## config.mk

```make
export PLATFORM = sky130hd
export DESIGN_NAME = axis_coincidence_reader
export DESIGN_NICKNAME = d
export VERILOG_FILES = /design/src/rtl/axis_coincidence_reader.sv
export SDC_FILE = /design/constraint.sdc
export NUM_CORES = 1
export LEC_CHECK = 0
export ABC_AREA = 1
export ABC_CLOCK_PERIOD_IN_PS = 1600
export BUFFER_PORTS_ARGS = -buffer_cell sky130_fd_sc_hd__buf_2
export CAP_MARGIN = 20
export CORE_UTILIZATION = 41
export DETAILED_ROUTE_END_ITERATION = 7
export PLACE_DENSITY_LB_ADDON = 0.3
export SKIP_CTS_REPAIR_TIMING = 1
export SYNTH_ARGS = -nofsm -noshare
export SYNTH_HDL_FRONTEND = slang
export SYNTH_SLANG_ARGS = --single-unit
```

## constraint.sdc

```tcl
create_clock -name aclk -period 1.6 [get_ports aclk]
set_input_delay 0.08 -clock aclk [delete_from_list [all_inputs] [get_ports aclk]]
set_output_delay 0.08 -clock aclk [all_outputs]
set_load 0.03 [all_outputs]
```

## src/rtl/axis_coincidence_reader.sv

```systemverilog
// Coincidence-window detector reader: accumulates hits over a window, counts active
// groups against a threshold and emits {timestamp, hits} on AXI4-Stream.
// Optional per-group enable mask: define AXIS_COINC_GROUP_MASK_EN.

module axis_coinc_group #(
  parameter int GROUP_WIDTH = 16
) (
  input  logic [GROUP_WIDTH-1:0] hits_i,
  input  logic                   en_i,
  output logic                   hit_o
);
  assign hit_o = en_i & (|hits_i);
endmodule

module axis_coincidence_reader #(
  parameter  int DET_WIDTH   = 64,
  parameter  int GROUP_WIDTH = 16,
  parameter  int TIME_WIDTH  = 64,
  parameter  int WIN_WIDTH   = 6,
  parameter  int HOLD_WIDTH  = 8,
  localparam int NGROUPS     = DET_WIDTH / GROUP_WIDTH,
  localparam int SUM_WIDTH   = $clog2(NGROUPS + 1)
) (
  input  logic                          aclk,
  input  logic                          aresetn,
  input  logic [DET_WIDTH-1:0]          det_data,
  input  logic [WIN_WIDTH-1:0]          cfg_window,
  input  logic [SUM_WIDTH-1:0]          cfg_thresh,
  input  logic [HOLD_WIDTH-1:0]         cfg_holdoff,
`ifdef AXIS_COINC_GROUP_MASK_EN
  input  logic [NGROUPS-1:0]            cfg_mask,
`endif
  output logic [31:0]                   sts_lost,
  input  logic                          m_axis_tready,
  output logic [TIME_WIDTH+DET_WIDTH-1:0] m_axis_tdata,
  output logic                          m_axis_tvalid
);

  typedef enum logic [2:0] {
    IDLE   = 3'd0,
    ACCUM  = 3'd1,
    REDUCE = 3'd2,
    SUM    = 3'd3,
    EVAL   = 3'd4,
    HOLD   = 3'd5
  } state_t;

  state_t                          state_q;
  logic [DET_WIDTH-1:0]            s0_q, s1_q, acc_q;
  logic [TIME_WIDTH-1:0]           time_q, stamp_q;
  logic [WIN_WIDTH-1:0]            wcnt_q, win_q;
  logic [HOLD_WIDTH-1:0]           hcnt_q;
  logic [NGROUPS-1:0]              grp_q, grp_d, grp_en;
  logic [SUM_WIDTH-1:0]            sum_q, sum_d;
  logic                            tvalid_q;
  logic [TIME_WIDTH+DET_WIDTH-1:0] tdata_q;
  logic [31:0]                     lost_q;
  logic                            pass_d, out_free_d;

`ifdef AXIS_COINC_GROUP_MASK_EN
  assign grp_en = cfg_mask;
`else
  assign grp_en = '1;
`endif

  for (genvar g = 0; g < NGROUPS; g++) begin : g_grp
    axis_coinc_group #(.GROUP_WIDTH(GROUP_WIDTH)) u_grp (
      .hits_i (acc_q[g*GROUP_WIDTH +: GROUP_WIDTH]),
      .en_i   (grp_en[g]),
      .hit_o  (grp_d[g])
    );
  end

  always_comb begin
    sum_d = '0;
    for (int i = 0; i < NGROUPS; i++) sum_d = sum_d + SUM_WIDTH'(grp_q[i]);
  end

  assign pass_d     = (sum_q >= cfg_thresh);
  // A beat leaving this cycle frees the register for a back-to-back load.
  assign out_free_d = !tvalid_q || m_axis_tready;

  always_ff @(posedge aclk) begin
    if (!aresetn) begin
      state_q  <= IDLE;
      s0_q     <= '0;
      s1_q     <= '0;
      acc_q    <= '0;
      time_q   <= '0;
      stamp_q  <= '0;
      wcnt_q   <= '0;
      win_q    <= '0;
      hcnt_q   <= '0;
      grp_q    <= '0;
      sum_q    <= '0;
      tvalid_q <= 1'b0;
      tdata_q  <= '0;
      lost_q   <= '0;
    end else begin
      s0_q   <= det_data;
      s1_q   <= s0_q;
      time_q <= time_q + TIME_WIDTH'(1);
      if (tvalid_q && m_axis_tready) tvalid_q <= 1'b0;
      case (state_q)
        IDLE: begin
          if (|s1_q) begin
            acc_q   <= s1_q;
            stamp_q <= time_q;
            wcnt_q  <= '0;
            win_q   <= cfg_window;
            state_q <= (cfg_window != '0) ? ACCUM : REDUCE;
          end
        end
        ACCUM: begin
          acc_q  <= acc_q | s1_q;
          wcnt_q <= wcnt_q + WIN_WIDTH'(1);
          if (wcnt_q == win_q - WIN_WIDTH'(1)) state_q <= REDUCE;
        end
        REDUCE: begin
          grp_q   <= grp_d;
          state_q <= SUM;
        end
        SUM: begin
          sum_q   <= sum_d;
          state_q <= EVAL;
        end
        EVAL: begin
          if (pass_d) begin
            if (out_free_d) begin
              tvalid_q <= 1'b1;
              tdata_q  <= {stamp_q, acc_q};
            end else if (lost_q != '1) begin
              lost_q <= lost_q + 32'd1;
            end
          end
          if (cfg_holdoff != '0) begin
            hcnt_q  <= cfg_holdoff;
            state_q <= HOLD;
          end else begin
            state_q <= IDLE;
          end
        end
        HOLD: begin
          hcnt_q <= hcnt_q - HOLD_WIDTH'(1);
          if (hcnt_q == HOLD_WIDTH'(1)) state_q <= IDLE;
        end
        default: state_q <= IDLE;
      endcase
    end
  end

  assign m_axis_tvalid = tvalid_q;
  assign m_axis_tdata  = tdata_q;
  assign sts_lost      = lost_q;

endmodule
```

==> summary.md <==
| Metric | Value |
|---|---|
| Status | complete, but fails checks |
| Failing checks | setup timing |
| Number of CTS-inserted buffers | 52 |
| FF-to-FF setup slack | -0.25 ns |
| Total global-route track usage | 21.6% |
| Final wirelength | 64,200 um |
| Crit path DAT | 2.38 ns |
| Top Ports | 245 |
| Most used cells in the layout excluding fill and tap cells | 534 x nand2_1, 455 x dfxtp_1, 381 x inv_1, 268 x nor2_1, 250 x buf_4 |
| Worst slew margin relative to its limit | 65.5% |
| Synth warnings | 0 |
| Final Cycle Share | 116% |
| Worst hold start | cfg_thresh[0] |
| Placed Area | 0.0242 mm^2 |
| RSZ-0062 raised after global routing | true |
| Hold Path Depth | 6 |
| Clock root buffer master | clkbuf_16 |
| FF+latch area | 0.0103 mm^2 |
| Worst Max-Slew Pin Slew | 0.518 ns |
| Maximum clock path buffer count | 3 |
| Layout cells sized above 1 | ~32% |
| Antenna violations before repair | 4 |
| Die W | 224 um |
| FP Rows | 81 |
| Drt pass-1 iters | 5 |
| EDFF count, synth | 0 |
| Layout Utilization | 60.6% |
| Routability cong. | 0.937 |
| Via count of the first global-routing pass | around 18,000 |
| Final ANT Viol Nets | 0 |
| Tmin final | about 1.9 ns |
| Clk_skew | roughly 0.029 ns |
| Final setup fails | 321 |
| Area used by multi-input combinational logic | 0.00955 mm^2 |
| Mapped cell area | approximately 0.020 mm^2 |
| Register area share after synthesis | roughly half |
| Via count | 19,900 |
| Most common cell after layout, fill and taps aside | nand2_1 |
| Fin worst setup slack | -0.251 ns |
| Worst-Skew Late Latency | ~0.62 ns |
| Top-area cell type share of the netlist area | approximately half |
| Post-synthesis register bit count | 511 |
| Worst vdd ir | 0.000844 V |
| Layout Nets | 3,449 |
| Max frequency | approximately 540 MHz |
| Port buffer count | 244 |
| Primary FF master, synth | dfxtp_1 |
| Die area | 0.0502 mm^2 |
| Fill count | about 4,200 |
| CTS tree | done |
| Critical Path Start | sum_q[2] |
| CP Max Fanout | 16 |
| Data required, critical path | 2.13 ns |
| Pwr Density | 1390 mW/mm^2 |
| CTS clock-pin slew for the worst setup and hold paths | 0.07 ns |
| Initial core utilization | between 40% and 50% |
| CTS sink count | 511 |
| Setup crit end kind | register |
| Worst R2R Path Depth | 9 |
| First-pass GRT wire length | 88,200 um |
| Area leader, netlist | dfxtp_1 |
| Fin. max-slew vios | 0 |
| Largest net degree at the start of global routing | 94 |
| Global route overflow | 0 |
| Residual DRC | 0 |
| Share of synthesized registers carrying an async set or reset | 0% |
| H-Tree Depth | 2 |
| Die H | about 220 um |
| Crit Reg-Reg Endpoint | m_axis_tdata[34] |
| Area Growth Syn to Fin | 46.2% |
| Largest cells by area after synthesis | dfxtp_1 51%, nand2_1 11%, inv_1 7.3%, a21oi_1 7.2%, nor2_1 6.0% |
| Wire per inst | about 16 um |
| Max-cap violation count | 0 |
| Syn Inst Count | 2,761 |
| Static Leakage | 13.2 nW |
| HP Class | in2reg |
| Syn_area_per_cell | 7.32 um^2 |
| Post-DR vias/cell | 4.89 |
| Syn_nets | around 2,900 |
| Hold Path End | m_axis_tvalid |
| Total core area | 0.0487 mm^2 |
| DPL Wire Length | 41,300 um |
| Drt initial violations | 1,089 |
| Reg-to-reg startpoint | sum_q[2] |
| CP Class | reg2reg |
| Final hold viol count | 0 |
| Synth cell types | 40 |
| CP Launch Type | register |
| Fin area | around 0.030 mm^2 |
[how the worst max path moves through the flow]
stage                             endpoint  slack (ns)  cells after the start
after floorplan               sts_lost[24]       -0.01                     13
after global placement            acc_q[2]       -0.25                     11
after detailed placement  m_axis_tdata[83]       -0.32                      9
after CTS                 m_axis_tdata[83]       -0.36                      9
after global routing      m_axis_tdata[35]       -0.37                      9
final                     m_axis_tdata[34]       -0.25                      9
[cell usage after synthesis, drive strengths merged, types with 2 or more instances]
cell	n
nand2	608
dfxtp	511
inv	403
nor2	330
a21oi	292
o21ai	236
clkbuf	85
nand3	67
nor3	55
nand4	45
buf	34
xor2	24
nor4	15
ha	11
xnor2	11
nand3b	7
or2	7
a31oi	4
nor3b	3
o211ai	3
o221ai	3
o21a	2
[sequential cells by signal, summed over array words and instances, names as in the netlist]
register       cells
acc_q             64
grp_q              4
hcnt_q             8
m_axis_tdata     128
m_axis_tvalid      1
s0_q              64
s1_q              64
stamp_q           64
state_q            3
sts_lost          32
sum_q              3
time_q            64
wcnt_q             6
win_q              6
[power breakdown]
group / leakage (nW) / internal [mW] / switching, mW / total [mW]
Combinational: 8.05 / 5.31 / 7.15 / 12.5
Sequential: 4.20 / 14.3 / 1.02 / 15.3
Clock: 0.932 / 8.17 / 5.29 / 13.5
[logic make-up (layout without fill, tap and decap cells)]
kind of cell / count (synthesis) / in the layout / share of synthesized area [%]
adder cells (fa/ha/maj): 12 / 12 / 0.780
AND/OR/NAND/NOR: 1137 / 1137 / 23.3
flip-flops: 511 / 511 / 50.6
other: 0 / 4 / 0
XOR/XNOR: 35 / 35 / 1.52
buffers and inverters: 522 / 1156 / 10.1
AO/OA/AOI/OAI: 544 / 544 / 13.7
[layout make-up]
type / instances / area share (%)
well taps: 664 / 2.81
diodes: 4 / 0.0339
flip-flops and latches: 511 / 35.0
inverters: 403 / 5.17
multi-input cells: 1728 / 32.3
repair buffers: 657 / 18.3
clock buffers: 70 / 5.01
clock inverters: 26 / 1.45
[stage by stage]
step | hold slack (ns) | power [mW] | setup WS, ns | setup TNS, ns | instances
5_1_grt | 0.176 | 43.0 | -0.366 | -83.92 | 4061
3_5_place_dp | 0.265 | 22.6 | -0.320 | -71.74 | 3836
6_report | 0.162 | 41.2 | -0.251 | -50.56 | 4063
4_1_cts | -0.393 | 36.0 | -0.359 | -82.80 | 3932
3_3_place_gp | 0.262 | 22.3 | -0.249 | -60.11 | 3836
2_1_floorplan | 0.178 | 20.2 | -0.0107 | -0.137 | 2761
[worst max-delay path: stages, from the launching register on]
cell and delay [ns]:
dfxtp_2 0.33, ha_4 0.22, a21oi_1 0.18, o211ai_1 0.12, buf_4 0.16, nand3_4 0.11
buf_12 0.20, buf_6 0.18, o21ai_0 0.09, a21oi_1 0.16
[layer usage]
layer | vias up | wire length (um) | GRT usage (%) | part of all wire [%]
li1 | 9935 | - | - | -
met1 | 9352 | 27200 | 26.9 | 42
met2 | 458 | 32300 | 37.9 | 50
met3 | 112 | 2750 | 3.40 | 4.3
met4 | 0 | 1930 | 7.05 | 3.0
met5 | - | 0 | 0 | 0
(Power assumes the default switching activity.)
